===== config.mk =====
export PLATFORM = sky130hd
export DESIGN_NAME = ex_mem_stage_flat
export DESIGN_NICKNAME = d
export VERILOG_FILES = /design/src/rtl/ex_mem_stage_if.sv /design/src/rtl/ex_mem_stage.sv /design/src/flat_wrapper.sv
export SDC_FILE = /design/constraint.sdc
export NUM_CORES = 1
export LEC_CHECK = 0
export ABC_AREA = 1
export BUFFER_PORTS_ARGS = -buffer_cell sky130_fd_sc_hd__buf_2
export CAP_MARGIN = 20
export CORE_MARGIN = 10
export CORE_UTILIZATION = 59
export CTS_BUF_LIST = sky130_fd_sc_hd__clkbuf_16
export CTS_CLUSTER_DIAMETER = 120
export DETAILED_ROUTE_END_ITERATION = 8
export GPL_ROUTABILITY_DRIVEN = 1
export PLACE_DENSITY_LB_ADDON = 0.1
export SLEW_MARGIN = 10
export SYNTH_ARGS = -nofsm -noshare
export SYNTH_HDL_FRONTEND = slang
export SYNTH_SLANG_ARGS = --single-unit

===== constraint.sdc =====
create_clock -name clk -period 2.9 [get_ports clk]
set_input_delay 0.435 -clock clk [delete_from_list [all_inputs] [get_ports clk]]
set_output_delay 0.435 -clock clk [all_outputs]
set_load 0.005 [all_outputs]

===== src/rtl/ex_mem_stage_if.sv =====
// EX/MEM pipeline channel: upstream beat with control bundle, downstream registered
// copy, flush and the back-pressure counter, bundled for the stage and its environment.
interface ex_mem_stage_if #(
  parameter int XLEN  = 64,
  parameter int RA_W  = 5,
  parameter int CNT_W = 16
);
  logic             flush;
  logic             in_valid;
  logic             in_ready;
  logic             RegWrite;
  logic             MemtoReg;
  logic             MemWrite;
  logic             MemRead;
  logic [XLEN-1:0]  AluResult;
  logic [XLEN-1:0]  Datain;
  logic [RA_W-1:0]  Rd_in;

  logic             out_valid;
  logic             out_ready;
  logic             RegWrite_Out;
  logic             MemtoReg_Out;
  logic             MemWrite_Out;
  logic             MemRead_out;
  logic [XLEN-1:0]  AluOut;
  logic [XLEN-1:0]  DataOut;
  logic [RA_W-1:0]  Rd_out;
  logic [CNT_W-1:0] stall_cnt;

  // Environment side: produces upstream beats and downstream ready.
  modport master (
    output flush, in_valid, RegWrite, MemtoReg, MemWrite, MemRead,
           AluResult, Datain, Rd_in, out_ready,
    input  in_ready, out_valid, RegWrite_Out, MemtoReg_Out, MemWrite_Out,
           MemRead_out, AluOut, DataOut, Rd_out, stall_cnt
  );

  // Stage side.
  modport slave (
    input  flush, in_valid, RegWrite, MemtoReg, MemWrite, MemRead,
           AluResult, Datain, Rd_in, out_ready,
    output in_ready, out_valid, RegWrite_Out, MemtoReg_Out, MemWrite_Out,
           MemRead_out, AluOut, DataOut, Rd_out, stall_cnt
  );
endinterface


===== src/rtl/ex_mem_stage.sv =====
// EX/MEM pipeline register built as a 2-entry skid buffer: full throughput, ready
// driven only from registered state, x0 write suppression, flush and stall counting.
module ex_mem_stage #(
  parameter int XLEN  = 64,
  parameter int RA_W  = 5,
  parameter int CNT_W = 16
) (
  input logic            clk,
  input logic            reset,
  ex_mem_stage_if.slave  bus
);

  typedef enum logic [1:0] {EMPTY, ONE, TWO} stateT;

  typedef struct packed {
    logic            regWrite;
    logic            memtoReg;
    logic            memWrite;
    logic            memRead;
    logic [XLEN-1:0] alu;
    logic [XLEN-1:0] data;
    logic [RA_W-1:0] rd;
  } entryT;

  stateT            state, stateNext;
  entryT            mainQ, skidQ, incoming;
  logic             inReady, outValid, accept, emit;
  logic             loadMain, loadSkid, skidToMain;
  logic [CNT_W-1:0] stallQ;

  assign inReady  = (state != TWO);
  assign outValid = (state != EMPTY);
  assign accept   = bus.in_valid && inReady;
  assign emit     = outValid && bus.out_ready;

  // A write to x0 is architecturally a no-op, so it is dropped at capture.
  assign incoming.regWrite = bus.RegWrite && (bus.Rd_in != '0);
  assign incoming.memtoReg = bus.MemtoReg;
  assign incoming.memWrite = bus.MemWrite;
  assign incoming.memRead  = bus.MemRead;
  assign incoming.alu      = bus.AluResult;
  assign incoming.data     = bus.Datain;
  assign incoming.rd       = bus.Rd_in;

  always_comb begin
    // NOTE: every signal gets a default before the case so no path leaves it unassigned (no latch).
    stateNext  = state;
    loadMain   = 1'b0;
    loadSkid   = 1'b0;
    skidToMain = 1'b0;
    unique case (state)
      EMPTY: begin
        if (accept) begin
          stateNext = ONE;
          loadMain  = 1'b1;
        end
      end
      ONE: begin
        if (accept && emit) begin
          loadMain = 1'b1;
        end else if (accept) begin
          stateNext = TWO;
          loadSkid  = 1'b1;
        end else if (emit) begin
          stateNext = EMPTY;
        end
      end
      TWO: begin
        if (emit) begin
          stateNext  = ONE;
          skidToMain = 1'b1;
        end
      end
      default: stateNext = EMPTY;
    endcase
    // Flush overrides everything: held entries and the incoming beat are dropped.
    if (bus.flush) begin
      stateNext  = EMPTY;
      loadMain   = 1'b0;
      loadSkid   = 1'b0;
      skidToMain = 1'b0;
    end
  end

  // NOTE: the entry registers are reset too, because the data outputs must read 0 out of reset.
  always_ff @(posedge clk or negedge reset) begin
    if (!reset) begin
      // NOTE: non-blocking assignments keep all registers updating from pre-edge values.
      state <= EMPTY;
      mainQ <= '0;
      skidQ <= '0;
    end else begin
      state <= stateNext;
      if (loadMain)        mainQ <= incoming;
      else if (skidToMain) mainQ <= skidQ;
      if (loadSkid)        skidQ <= incoming;
    end
  end

  // Counts edges where a beat is held but downstream refuses it; flush leaves it alone.
  always_ff @(posedge clk or negedge reset) begin
    if (!reset) begin
      stallQ <= '0;
    end else if (outValid && !bus.out_ready && (stallQ != '1)) begin
      stallQ <= stallQ + CNT_W'(1);
    end
  end

  assign bus.in_ready     = inReady;
  assign bus.out_valid    = outValid;
  assign bus.RegWrite_Out = mainQ.regWrite && outValid;
  assign bus.MemtoReg_Out = mainQ.memtoReg && outValid;
  assign bus.MemWrite_Out = mainQ.memWrite && outValid;
  assign bus.MemRead_out  = mainQ.memRead  && outValid;
  assign bus.AluOut       = mainQ.alu;
  assign bus.DataOut      = mainQ.data;
  assign bus.Rd_out       = mainQ.rd;
  assign bus.stall_cnt    = stallQ;

endmodule


===== src/flat_wrapper.sv =====
// flat-port wrapper written by rule: the top's interface ports become plain ports
module ex_mem_stage_flat 
#(
  parameter int XLEN  = 64,
  parameter int RA_W  = 5,
  parameter int CNT_W = 16
)
  (clk, reset, bus_flush, bus_in_valid, bus_RegWrite, bus_MemtoReg, bus_MemWrite, bus_MemRead, bus_AluResult, bus_Datain, bus_Rd_in, bus_out_ready, bus_in_ready, bus_out_valid, bus_RegWrite_Out, bus_MemtoReg_Out, bus_MemWrite_Out, bus_MemRead_out, bus_AluOut, bus_DataOut, bus_Rd_out, bus_stall_cnt);
  ex_mem_stage_if #(.XLEN(XLEN), .RA_W(RA_W), .CNT_W(CNT_W)) bus_i ();
  input logic clk;
  input logic reset;
  input wire logic [$bits(bus_i.flush)-1:0] bus_flush;
  input wire logic [$bits(bus_i.in_valid)-1:0] bus_in_valid;
  input wire logic [$bits(bus_i.RegWrite)-1:0] bus_RegWrite;
  input wire logic [$bits(bus_i.MemtoReg)-1:0] bus_MemtoReg;
  input wire logic [$bits(bus_i.MemWrite)-1:0] bus_MemWrite;
  input wire logic [$bits(bus_i.MemRead)-1:0] bus_MemRead;
  input wire logic [$bits(bus_i.AluResult)-1:0] bus_AluResult;
  input wire logic [$bits(bus_i.Datain)-1:0] bus_Datain;
  input wire logic [$bits(bus_i.Rd_in)-1:0] bus_Rd_in;
  input wire logic [$bits(bus_i.out_ready)-1:0] bus_out_ready;
  output wire logic [$bits(bus_i.in_ready)-1:0] bus_in_ready;
  output wire logic [$bits(bus_i.out_valid)-1:0] bus_out_valid;
  output wire logic [$bits(bus_i.RegWrite_Out)-1:0] bus_RegWrite_Out;
  output wire logic [$bits(bus_i.MemtoReg_Out)-1:0] bus_MemtoReg_Out;
  output wire logic [$bits(bus_i.MemWrite_Out)-1:0] bus_MemWrite_Out;
  output wire logic [$bits(bus_i.MemRead_out)-1:0] bus_MemRead_out;
  output wire logic [$bits(bus_i.AluOut)-1:0] bus_AluOut;
  output wire logic [$bits(bus_i.DataOut)-1:0] bus_DataOut;
  output wire logic [$bits(bus_i.Rd_out)-1:0] bus_Rd_out;
  output wire logic [$bits(bus_i.stall_cnt)-1:0] bus_stall_cnt;
  assign bus_i.flush = bus_flush;
  assign bus_i.in_valid = bus_in_valid;
  assign bus_i.RegWrite = bus_RegWrite;
  assign bus_i.MemtoReg = bus_MemtoReg;
  assign bus_i.MemWrite = bus_MemWrite;
  assign bus_i.MemRead = bus_MemRead;
  assign bus_i.AluResult = bus_AluResult;
  assign bus_i.Datain = bus_Datain;
  assign bus_i.Rd_in = bus_Rd_in;
  assign bus_i.out_ready = bus_out_ready;
  assign bus_in_ready = bus_i.in_ready;
  assign bus_out_valid = bus_i.out_valid;
  assign bus_RegWrite_Out = bus_i.RegWrite_Out;
  assign bus_MemtoReg_Out = bus_i.MemtoReg_Out;
  assign bus_MemWrite_Out = bus_i.MemWrite_Out;
  assign bus_MemRead_out = bus_i.MemRead_out;
  assign bus_AluOut = bus_i.AluOut;
  assign bus_DataOut = bus_i.DataOut;
  assign bus_Rd_out = bus_i.Rd_out;
  assign bus_stall_cnt = bus_i.stall_cnt;
  ex_mem_stage #(.XLEN(XLEN), .RA_W(RA_W), .CNT_W(CNT_W)) u_core (.clk(clk), .reset(reset), .bus(bus_i));
endmodule

## After elaboration in Yosys (flattened, before gate mapping)

Index checks and enable logic that the tools add are counted.

- $add $sub $neg: 1
- Equality and inequality tests: 8
- Muxes and demuxes: 19
- Reductions and logical operators: 16

Operators by type and width:

| cell | count |
|---|---|
| 2-to-1 mux 137 bit | 2 |
| adder 16 x 1 -> 16 bit (second input constant) | 1 |
| inequality test 16 bit (second input constant) | 1 |
| 2-to-1 mux 2 bit | 6 |
| logical AND 1 bit | 10 |
| 2-to-1 mux 1 bit | 9 |
| inequality test 3 x 2 -> 1 bit (second input constant) | 2 |
| one-hot mux 2 bit (3 select lines) | 1 |
| nonzero test 5 bit | 1 |
| inequality test 4 x 2 -> 1 bit (second input constant) | 1 |
| AND reduction 4 bit | 1 |
| nonzero test 2 bit | 2 |
| inequality test 3 bit (second input constant) | 1 |
| equality test 2 x 1 -> 1 bit (second input constant) | 1 |
| equality test 2 bit (second input constant) | 1 |
| zero test 2 bit | 1 |
| inequality test 2 bit (second input constant) | 1 |
| one-hot mux 1 bit (2 select lines) | 1 |
| zero test 1 bit | 1 |

- Register bits: 292
- Input bits: 142
- Output and inout bits: 155
- Word-level logic and storage cells: 60

## Depth between registers and ports, before layout

- Depth after elaboration: 7
- Depth in mapped cells: 9
- Gate-level depth less buffers: 9

## Least setup slack after synthesis

No wires, ideal clock.

- Path kind: register to register
- Start point: register u_core.stallQ[0] (netlist: u_core.bus.stall_cnt[0])
- End point: register u_core.stallQ[10] (netlist: u_core.bus.stall_cnt[10])
- Setup time: 117 ps
- Arrival: 1,339 ps
- Required time: 2,783 ps
- Path slack: 1,444 ps
- Cell stages (with the launch flop): 9
- Buffers on the path: 1
- Period minus slack after synthesis: 1,456 ps
- Cell sequence: dfrtp_1 > ha_1 > nand3_1 > inv_1 > nand2_1 > o21a_1 > buf_2 > nand2_1 > nand2_1

- Longest elaborated chain between the ends: 2
- Elaborated cells on any way between the ends: 3
- Classes of those cells: add/sub: 1; eq/ne: 1; reduce/logical: 1

RTL lines:

| item | RTL line | source |
|---|---|---|
| start, declared | ex_mem_stage.sv:29 | `logic [CNT_W-1:0] stallQ;` |
| start signal, assigned | ex_mem_stage.sv:105 | `stallQ <= stallQ + CNT_W'(1);` |
| branches (longest 2 deep; another with adder 16 x 1 -> 16 bit) | -- |  |

Parallel ways; which one is timed is not known.
A chain may end at the register's enable or synchronous reset.

## Worst setup path after layout

- Start point: register u_core.state[1]
- End point: output port bus_RegWrite_Out

- Longest elaborated chain between the ends: 2

RTL lines:

| item | RTL line | source |
|---|---|---|
| start, declared | ex_mem_stage.sv:25 | `stateT state, stateNext;` |
| start signal, assigned | ex_mem_stage.sv:93 | `state <= stateNext;` |
| nonzero test 2 bit | ex_mem_stage.sv:32 | `assign outValid = (state != EMPTY);` |
| logical AND 1 bit | ex_mem_stage.sv:111 | `assign bus.RegWrite_Out = mainQ.regWrite && outValid;` |
| end, declared | flat_wrapper.sv:24 | `output wire logic [$bits(bus_i.RegWrite_Out)-1:0] bus_RegWrite_Out;` |

No other way between the ends.

==> impl_metrics.csv <==
group,metric,value,unit
outcome,status,"completed",
critical_path,critPathMaxFanout,6,
drt,ant_nets,0,
drt,drtIter0Drc,947,
yosys,syn_area_per_cell,8.949,sq um
die,io_pins,297,
die,die-area,28840,sq um
yosys,ys_types,23,
power,power.total,0.01220,W
timing,tightestPinTransition,734.2,ps
yosys,synth-warning-count,0,
finish,fin_util,67.82,%
clock_network,root_buffer,"clkbuf_16",
finish,fin_area,14890,sq um
timing,skew,13.53,ps
die,initial_core_util,60.32,%
yosys,synth_nets,1623,
place,post-place-ws,792.9,ps
grt,grt_pass1_wl,51610,microns
critical_path,crit_slowest_cell,"nor2_1",
timing,worst_slack,643.0,ps
timing,relSlewSlack,51.06,%
clock_network,hold_buffers,1,
yosys,ys_top_cells_by_area,"dfrtp_1 (55%), nand2_1 (13%), buf_4 (8.3%)",
critical_path,cpPeakStageDelay,490,ps
worst_hold_path,hp-class,"in2reg",
critical_path,worstSetupEndpointType,"output pin",
timing,grt_setup_unrepaired,"no",
grt,grt_max_degree,138,
critical_path,arrival,1820,ps
clock_network,cts_tree,"done",
finish,drive_gt1_share,22.30,%
timing,slew_viol_final,0,
clock_network,clk_pin_slew,60,ps
place,post_dp_cell_area,13880,sq um
grt,grtUsageTotal,21.78,%
yosys,synth_seq_area_share,55.17,%
yosys,syn_inst,1480,
drt,num_vias,10030,
grt,overflow,0,
timing,setup_viol,0,
critical_path,crit_required,2470,ps
clock_network,cts_repair_resize_count,0,
clock_network,cts-buffers-inserted,30,
clock_network,clk_path_buf_depth,3,
place,numPortBuffers,296,
die,core.rowCount,54,
yosys,ys_seq_elements,292,
drt,wl,32300,microns
timing,tns,0,ps
finish,fin_nets,1761,
drt,dr.pass1.iters,5,
finish,syn2layout_area_growth,12.44,%
grt,antenna_found_initial,4,
power,power_density,819.2,nW/um^2
place,hpwl,21610,microns
timing,fmaxAchievable,443.1,MHz
die,dieWidth,169.8,microns
place,routabilityCongestion,0.8540,
drt,via_per_inst,5.227,
die,die_y,169.8,microns
timing,finalCriticalPeriod,2257,ps
grt,first_global_vias,9887,
clock_network,cts_max_level,1,
power,p_leak,7.409,nW
yosys,syn_area,13250,sq um
yosys,synth_top_area_cell,"dfrtp_1",
drt,drc_errors,0,
critical_path,worstPathCellList,"nor2_1 > nor2_1 > buf_2",
clock_network,cts_sinks,292,
timing,finalHoldViolCount,0,
die,coreArea,21960,sq um
critical_path,crit_type,"reg2out",
critical_path,critPathLaunchType,"register",
drt,wl_per_cell,16.84,microns
run,maxCapViolCount,0,
timing,fin_crit_sh,77.83,%
critical_path,cpMostUsedCell,"nor2_1",
clock_network,postCtsSetupBuffers,0,
yosys,synth_top_area_share,55.17,%
clock_network,insertion_delay,540,ps
power,vdd_drop_max,0.0005638,V
==> power by group <==
group          switching, W  internal, W
sequential         0.000506      0.00529
clock               0.00155      0.00236
combinational       0.00144      0.00105
total               0.00350      0.00870
==> metal layers <==
layer / track usage (%) / vias up / part of all wire, %
met3: 5.368 / 53 / 7.4
met2: 35.19 / 317 / 47
met5: 0 / - / 0.11
met4: 5.990 / 6 / 2.4
li1: - / 4871 / -
met1: 28.78 / 4779 / 43
==> logic make-up (layout without fill, tap and decap cells) <==
family | after synthesis | count (layout) | share of synthesized area, %
compound gates | 283 | 283 | 13.39
xor+xnor | 7 | 7 | 0.4629
fa+ha+maj | 1 | 1 | 0.09445
buf+inv | 373 | 530 | 15.61
flops | 292 | 292 | 55.17
other cells | 0 | 1 | 0
simple gates | 524 | 524 | 15.27
==> state kept, by name (all words and copies together) (netlist names) <==
signal                count
u_core.bus.DataOut       64
u_core.bus.stall_cnt     16
u_core.bus.AluOut        64
u_core.state              2
u_core.mainQ              4
u_core.bus.Rd_out         5
u_core.skidQ            137
==> critical path, delay by kind of cell (launching register included) <==
| kind | cells | cell delay (ps) |
|---|---|---|
| AND/OR/NAND/NOR | 2 | 640 |
| flip-flops | 1 | 470 |
| buffers and inverters | 1 | 170 |
==> cell usage in the layout (no fill, tap or decap), drive strengths merged, types with 12 or more instances in the layout <==
master and instances:
buf 312, o211ai 131, o21ai 144, clkinv 12, nand3 13, inv 168
nor2 27, clkbuf 31, dfrtp 292, nand2 477
==> Yosys cell counts, drive strengths merged <==
library cell  count
buf             185
o21ai           144
ha                1
inv             166
clkbuf           22
dfrtp           292
nand4             7
nand3            13
o21a              1
nand2           477
o221ai            7
o211ai          131
nor2             27
xnor2             7
==> worst paths after layout <==
| kind | startpoint | to | slack, ps | cells past startpoint |
|---|---|---|---|---|
| worst max-delay path | u_core.state[1] | bus_RegWrite_Out | 640 | 3 |
| worst min-delay path | bus_Datain[6] | u_core.skidQ[11] | 120 | 3 |
| worst max register to register | u_core.state[1] | u_core.skidQ[19] | 820 | 7 |
| worst min register to register | u_core.bus.DataOut[55] | u_core.bus.DataOut[55] | 490 | 2 |
| max in group asynchronous | reset | u_core.skidQ[47] | 1680 | 3 |
| min in group asynchronous | reset | u_core.bus.DataOut[55] | 420 | 2 |
==> through the flow <==
stage | cells | hold slack, ps
floorplan | 1480 | 139.4
global placement | 1865 | 414.6
detailed placement | 1865 | 416.2
CTS | 1917 | 99.35
global route | 1918 | 113.0
finish | 1918 | 118.7
==> final cells by class <==
type / count / area, sq um
fillers: 1796 / 7066
inverters: 166 / 633.1
well taps: 280 / 350.3
multi-input cells: 815 / 3882
diodes: 1 / 2.502
clock buffers: 31 / 775.7
repair buffers: 313 / 1722
flip-flops and latches: 292 / 7307
clock inverters: 20 / 220.2
(Power assumes the default switching activity.)
